File: src/rtl/plab1_imul_var_lat_param_pkg.sv
// rtl/plab1_imul_var_lat_param_pkg.sv - shared function codes and operand-sign helpers
//
// Purpose: multiply function encodings plus helpers that decide which
// operands are treated as signed for a given function.
package plab1_imul_var_lat_param_pkg;

  localparam logic [1:0] PLAB1_IMUL_FUNC_MUL    = 2'b00;
  localparam logic [1:0] PLAB1_IMUL_FUNC_MULH   = 2'b01;
  localparam logic [1:0] PLAB1_IMUL_FUNC_MULHU  = 2'b10;
  localparam logic [1:0] PLAB1_IMUL_FUNC_MULHSU = 2'b11;

  // A is signed for MULH and MULHSU.
  function automatic logic func_a_signed(input logic [1:0] func);
    return (func == PLAB1_IMUL_FUNC_MULH) || (func == PLAB1_IMUL_FUNC_MULHSU);
  endfunction

  // B is signed only for MULH.
  function automatic logic func_b_signed(input logic [1:0] func);
    return func == PLAB1_IMUL_FUNC_MULH;
  endfunction

endpackage

File: src/rtl/plab1_imul_var_lat_param_if.sv
// rtl/plab1_imul_var_lat_param_if.sv - request/response val/rdy bundle of the multiplier
//
// Ports: domain (security label), in_val/in_rdy/in_func/in_a/in_b request,
// out_val/out_rdy/out_msg response. master = requester, slave = multiplier.
interface plab1_imul_var_lat_param_if #(
  parameter int P_NBITS = 32
);
  logic               domain;
  logic               in_val;
  logic               in_rdy;
  logic [1:0]         in_func;
  logic [P_NBITS-1:0] in_a;
  logic [P_NBITS-1:0] in_b;
  logic               out_val;
  logic               out_rdy;
  logic [P_NBITS-1:0] out_msg;

  modport master (
    output domain, in_val, in_func, in_a, in_b, out_rdy,
    input  in_rdy, out_val, out_msg
  );

  modport slave (
    input  domain, in_val, in_func, in_a, in_b, out_rdy,
    output in_rdy, out_val, out_msg
  );
endinterface

File: src/rtl/plab1_imul_var_lat_param_ctz.sv
// rtl/plab1_imul_var_lat_param_ctz.sv - trailing-zero counter over the low B window
//
// Ports: b_lsbs (in, P_MAX_SKIP bits), k (out, trailing zero count,
// P_MAX_SKIP when all zero), k_valid (out, at least one bit set).
module plab1_imul_var_lat_param_ctz #(
  parameter int P_MAX_SKIP = 8,
  parameter int KW         = $clog2(P_MAX_SKIP + 1)
) (
  input  logic [P_MAX_SKIP-1:0] b_lsbs,
  output logic [KW-1:0]         k,
  output logic                  k_valid
);

  // Scan from the top down so the lowest set bit wins.
  always_comb begin
    k = KW'(P_MAX_SKIP);
    for (int i = P_MAX_SKIP - 1; i >= 0; i--) begin
      if (b_lsbs[i]) k = KW'(i);
    end
  end

  assign k_valid = |b_lsbs;

endmodule

File: src/rtl/plab1_imul_var_lat_param.sv
// rtl/plab1_imul_var_lat_param.sv - variable-latency zero-skipping integer multiplier
//
// Ports: clk, reset (sync, active-high), io (slave side of the request/
// response bundle). Accepts in IDLE, iterates in CALC consuming up to
// P_MAX_SKIP bits of B per cycle, presents the selected word in DONE.
module plab1_imul_var_lat_param
  import plab1_imul_var_lat_param_pkg::*;
#(
  parameter int P_NBITS    = 32,
  parameter int P_MAX_SKIP = 8
) (
  input logic                        clk,
  input logic                        reset,
  plab1_imul_var_lat_param_if.slave  io
);

  localparam int KW = $clog2(P_MAX_SKIP + 1);
  localparam int W2 = 2 * P_NBITS;

  localparam logic [1:0] ST_IDLE = 2'd0;
  localparam logic [1:0] ST_CALC = 2'd1;
  localparam logic [1:0] ST_DONE = 2'd2;

  logic [1:0]         state_q, state_d;
  logic [1:0]         func_q, func_d;
  logic               neg_q, neg_d;
  logic [W2-1:0]      a_q, a_d;
  logic [W2-1:0]      res_q, res_d;
  logic [P_NBITS-1:0] b_q, b_d;

  logic               in_go, out_go;
  logic               sa, sb, a_sgn, b_sgn;
  logic [P_NBITS-1:0] a_abs, b_abs;
  logic [KW-1:0]      k, shamt;
  logic               k_valid;
  logic [W2-1:0]      res_sum, a_next;
  logic [P_NBITS-1:0] b_next;
  logic               b_next_zero;
  logic               unused_domain;

  // The domain label does not influence computation.
  assign unused_domain = io.domain;

  assign io.in_rdy  = (state_q == ST_IDLE);
  assign io.out_val = (state_q == ST_DONE);
  assign in_go      = io.in_val & io.in_rdy;
  assign out_go     = io.out_val & io.out_rdy;

  assign io.out_msg = (func_q == PLAB1_IMUL_FUNC_MUL) ? res_q[P_NBITS-1:0]
                                                      : res_q[W2-1:P_NBITS];

  // Magnitudes of signed operands; the most negative value maps to itself,
  // which is its correct unsigned magnitude.
  assign sa    = io.in_a[P_NBITS-1];
  assign sb    = io.in_b[P_NBITS-1];
  assign a_sgn = func_a_signed(io.in_func) & sa;
  assign b_sgn = func_b_signed(io.in_func) & sb;
  assign a_abs = a_sgn ? -io.in_a : io.in_a;
  assign b_abs = b_sgn ? -io.in_b : io.in_b;

  plab1_imul_var_lat_param_ctz #(
    .P_MAX_SKIP (P_MAX_SKIP),
    .KW         (KW)
  ) u_ctz (
    .b_lsbs  (b_q[P_MAX_SKIP-1:0]),
    .k       (k),
    .k_valid (k_valid)
  );

  // A set bit at position k consumes k+1 bits; an empty window consumes
  // P_MAX_SKIP bits, so one shift amount serves both cases.
  assign shamt       = k_valid ? (k + KW'(1)) : KW'(P_MAX_SKIP);
  assign res_sum     = k_valid ? (res_q + (a_q << k)) : res_q;
  assign a_next      = a_q << shamt;
  assign b_next      = b_q >> shamt;
  assign b_next_zero = (b_next == '0);

  always_comb begin
    state_d = state_q;
    func_d  = func_q;
    neg_d   = neg_q;
    a_d     = a_q;
    b_d     = b_q;
    res_d   = res_q;
    case (state_q)
      ST_IDLE: begin
        if (in_go) begin
          state_d = ST_CALC;
          func_d  = io.in_func;
          neg_d   = a_sgn ^ b_sgn;
          a_d     = {{P_NBITS{1'b0}}, a_abs};
          b_d     = b_abs;
          res_d   = '0;
        end
      end
      ST_CALC: begin
        a_d   = a_next;
        b_d   = b_next;
        res_d = res_sum;
        // Sign fix folded into the last iteration.
        if (b_next_zero) begin
          state_d = ST_DONE;
          res_d   = neg_q ? -res_sum : res_sum;
        end
      end
      ST_DONE: begin
        if (out_go) state_d = ST_IDLE;
      end
      default: state_d = ST_IDLE;
    endcase
  end

  always_ff @(posedge clk) begin
    if (reset) begin
      state_q <= ST_IDLE;
      func_q  <= '0;
      neg_q   <= 1'b0;
      a_q     <= '0;
      b_q     <= '0;
      res_q   <= '0;
    end else begin
      state_q <= state_d;
      func_q  <= func_d;
      neg_q   <= neg_d;
      a_q     <= a_d;
      b_q     <= b_d;
      res_q   <= res_d;
    end
  end

  assert property (@(posedge clk) disable iff (reset)
    !$isunknown({io.in_val, io.out_rdy, io.in_rdy, io.out_val}));

endmodule

File: src/flat_wrapper.sv
// flat-port wrapper written by rule: the top's interface ports become plain ports
module plab1_imul_var_lat_param_flat import plab1_imul_var_lat_param_pkg::*;
#(
  parameter int P_NBITS    = 32,
  parameter int P_MAX_SKIP = 8
)
  (clk, reset, io_domain, io_in_val, io_in_func, io_in_a, io_in_b, io_out_rdy, io_in_rdy, io_out_val, io_out_msg);
  plab1_imul_var_lat_param_if #(.P_NBITS(P_NBITS)) io_i ();
  input logic clk;
  input logic reset;
  input wire logic [$bits(io_i.domain)-1:0] io_domain;
  input wire logic [$bits(io_i.in_val)-1:0] io_in_val;
  input wire logic [$bits(io_i.in_func)-1:0] io_in_func;
  input wire logic [$bits(io_i.in_a)-1:0] io_in_a;
  input wire logic [$bits(io_i.in_b)-1:0] io_in_b;
  input wire logic [$bits(io_i.out_rdy)-1:0] io_out_rdy;
  output wire logic [$bits(io_i.in_rdy)-1:0] io_in_rdy;
  output wire logic [$bits(io_i.out_val)-1:0] io_out_val;
  output wire logic [$bits(io_i.out_msg)-1:0] io_out_msg;
  assign io_i.domain = io_domain;
  assign io_i.in_val = io_in_val;
  assign io_i.in_func = io_in_func;
  assign io_i.in_a = io_in_a;
  assign io_i.in_b = io_in_b;
  assign io_i.out_rdy = io_out_rdy;
  assign io_in_rdy = io_i.in_rdy;
  assign io_out_val = io_i.out_val;
  assign io_out_msg = io_i.out_msg;
  plab1_imul_var_lat_param #(.P_NBITS(P_NBITS), .P_MAX_SKIP(P_MAX_SKIP)) u_core (.clk(clk), .reset(reset), .io(io_i));
endmodule
File: config.mk
export PLATFORM = sky130hd
export DESIGN_NAME = plab1_imul_var_lat_param_flat
export DESIGN_NICKNAME = d
export VERILOG_FILES = /design/src/rtl/plab1_imul_var_lat_param_pkg.sv /design/src/rtl/plab1_imul_var_lat_param_if.sv /design/src/rtl/plab1_imul_var_lat_param_ctz.sv /design/src/rtl/plab1_imul_var_lat_param.sv /design/src/flat_wrapper.sv
export SDC_FILE = /design/constraint.sdc
export NUM_CORES = 1
export LEC_CHECK = 0
export BUFFER_PORTS_ARGS = -buffer_cell sky130_fd_sc_hd__buf_4
export CAP_MARGIN = 15
export CORE_MARGIN = 4
export CORE_UTILIZATION = 40
export CTS_CLUSTER_SIZE = 24
export DETAILED_ROUTE_END_ITERATION = 10
export SLEW_MARGIN = 20
export SYNTH_ARGS = -nofsm -noshare
export SYNTH_HDL_FRONTEND = slang
export SYNTH_SLANG_ARGS = --single-unit
File: constraint.sdc
create_clock -name clk -period 19.5 [get_ports clk]
set_clock_uncertainty 0.1 [all_clocks]
set_input_delay 0.975 -clock clk [delete_from_list [all_inputs] [get_ports clk]]
set_output_delay 0.975 -clock clk [all_outputs]
set_load 0.02 [all_outputs]
==> impl_metrics.csv <==
group,metric,value,unit
status,status,"finished, final reports clean",
cells_and_area,fin_area,23700,sq um
yosys,async_flop_share,0,%
floorplanning,dieArea,58800,sq um
yosys,yosysSeqAreaShare,15.0,%
floorplanning,die_h,243,microns
clock_network,cts_tree,"built",
setup_path,worstPathArrival,8.64,ns
sta,slew_violations,0,
yosys,synth_area_leader_cell,"mux2i_1",
route,drc,0,
sta,slew_headroom,30.1,%
grt,antenna_found_initial,0,
route,drt-total-wl,85600,microns
grt,grt_overflow,0,
hold_path,min_path_type,"flip-flop to flip-flop",
grt,groute.usage.overall,27.8,%
floorplanning,pin_count,105,
sta,worstMarginPinSlew,1.05,ns
floorplanning,die_width,243,microns
yosys,syn_avg_cell_area,6.96,sq um
hold_path,holdPathStages,2,
yosys,synth_cells,3162,
setup_path,worst_setup_path_start_kind,"flip-flop",
yosys,synth_seq_cells,165,
cells_and_area,final_cell_mix,"nand2_1, mux2i_1, nor2_1",
clock_network,htree_levels,4,
yosys,ys_warn_count,0,
floorplanning,rows,85,
clock_network,max-clock-path-buffers,2,
placement,gp_congestion,0.980,
sta,finalHoldViolations,0,
clock_network,cts_sinks,165,
yosys,synth_area,22000,sq um
setup_path,reg2reg_depth,24,
clock_network,postCtsSetupBuffers,0,
cells_and_area,final_util,43.7,%
setup_path,cp-endpoint,"u_core.res_q[59]",
clock_network,cts_hold_buf,0,
cells_and_area,drive_gt1_share,8.91,%
grt,grt_start_max_net_pins,126,
clock_network,cts_root_buffer,"clkbuf_16",
placement,port_buffers,103,
route,ant_nets,0,
placement,hpwl,65400,microns
route,detail_route.wl_per_cell,22.6,microns
route,drtPass1Iterations,5,
clock_network,cts_made_buffers,17,
route,vias_per_cell,6.30,
yosys,synth_ff_type,"dfxtp_1",
clock_network,clock_latency,0.52,ns
setup_path,reg2reg_setup_slack,11.17,ns
sta,fin_crit,8.33,ns
setup_path,crit_fanout,38,
cells_and_area,mostFrequentLayoutCell,"nand2_1",
setup_path,startpoint,"u_core.b_q[3]",
cells_and_area,final_nets,3226,
yosys,yosys.cell_types.count,99,
floorplanning,initial_core_util,40.7,%
route,drtIter0Drc,2344,
setup_path,worst_setup_path_end_kind,"flip-flop",
placement,place_area,23100,sq um
grt,grt_first_pass_wirelength,131000,microns
sta,fin_tns_setup,0,ns
sta,whs,0.397,ns
setup_path,reg2reg_from,"u_core.b_q[3]",
setup_path,r2r_end,"u_core.res_q[59]",
grt,grt_pass1_vias,22100,
cells_and_area,area_delta_synth_final,7.58,%
clock_network,clkTransAtPathRegs,0.07,ns
yosys,netlist.area_leader.share,16.3,%
sta,finalCritPeriodShare,42.7,%
yosys,ys_top_cells_by_area,"mux2i_1, dfxtp_1, nand2_1",
route,vias,23900,
sta,setup_viol_count_final,0,
flow_run,cap_violations,0,
sta,fmaxAchievable,120,MHz
setup_path,crit_required,19.81,ns
floorplanning,core,54100,sq um
clock_network,cts-resized-gates,0,
sta,rsz0062_at_grt,"false",
yosys,synth_edf_count,0,
setup_path,crit_type,"flip-flop to flip-flop",
yosys,synthesis.nets,3301,
Yosys cell counts, drive strengths merged, types with 60 or more instances:
master,instances
ha,67
nor2,358
clkbuf,148
mux2i,358
nand2,480
o21ai,239
xnor2,87
nor3,95
dfxtp,165
nand3,60
buf,81
a21oi,255
cell type report:
type / count / area, sq um
diodes: 1 / 2.50
clock buffers: 17 / 425
clock inverters: 13 / 153
fillers: 5633 / 30500
inverters: 34 / 128
multi-input cells: 2734 / 17800
flip-flops and latches: 165 / 3300
well taps: 696 / 871
repair buffers: 135 / 1040
state kept, by name (all words and copies together), names as in the netlist:
name,flops
u_core.func_q,2
u_core.state_q,2
u_core.neg_q,1
u_core.res_q,64
u_core.a_q,64
u_core.b_q,32
routing by layer:
layer  vias up  wire [microns]  share of wire [%]  GRT usage (%)
li1      11500               -                  -              -
met5         -               0                  0              0
met2       895           37600                 44           43.4
met3       111            5750                6.7           4.14
met4         0            2710                3.2           9.39
met1     11400           39600                 46           39.3
kinds of logic (layout without fill, tap and decap cells):
family / Yosys count / in the layout / share of synthesized area (%)
and+or+nand+nor: 1209 / 1209 / 24.9
buffers and inverters: 263 / 199 / 4.80
muxes: 402 / 402 / 19.0
other: 0 / 1 / 0
AOI/OAI and AO/OA: 910 / 910 / 26.6
xor gates and xnor gates: 145 / 145 / 5.77
DFF: 165 / 165 / 15.0
adders and majority gates: 68 / 68 / 3.90
per-stage QoR:
stage | setup WS, ns | instances
after floorplan | 12.83 | 3162
after global placement | 11.49 | 3763
after detailed placement | 11.49 | 3763
after CTS | 11.46 | 3793
after global routing | 10.60 | 3794
final | 11.17 | 3795
worst min-delay path by stage:
stage / startpoint / endpoint / slack [ns]
after floorplan: u_core.func_q[1] / u_core.func_q[1] / 0.34
after global placement: u_core.a_q[63] / u_core.a_q[63] / 0.36
after detailed placement: u_core.a_q[63] / u_core.a_q[63] / 0.37
after CTS: u_core.a_q[63] / u_core.a_q[63] / 0.39
after global routing: u_core.func_q[1] / u_core.func_q[1] / 0.42
final: u_core.func_q[0] / u_core.func_q[0] / 0.40
worst max-delay path: stages (launching register included):
cell	delay, ns
dfxtp_1	0.71
nand2b_1	0.23
a21oi_1	0.54
nor2_4	0.08
clkinv_1	0.06
buf_4	0.45
nand2_1	0.09
and3_1	0.19
a21oi_1	0.23
a21oi_1	0.10
o21ai_0	0.44
ha_1	0.46
a21oi_1	0.31
o21ai_0	0.31
a221oi_1	0.48
a21o_1	0.28
and2_1	0.26
o21ai_0	0.23
o311ai_0	0.81
a31oi_1	0.31
nor4_4	0.38
nand4_1	0.43
o31ai_1	0.39
xnor2_1	0.11
a22o_1	0.19
Power is not shown: default switching activity piles up to over one toggle a cycle in this logic, so the estimate is an artifact.
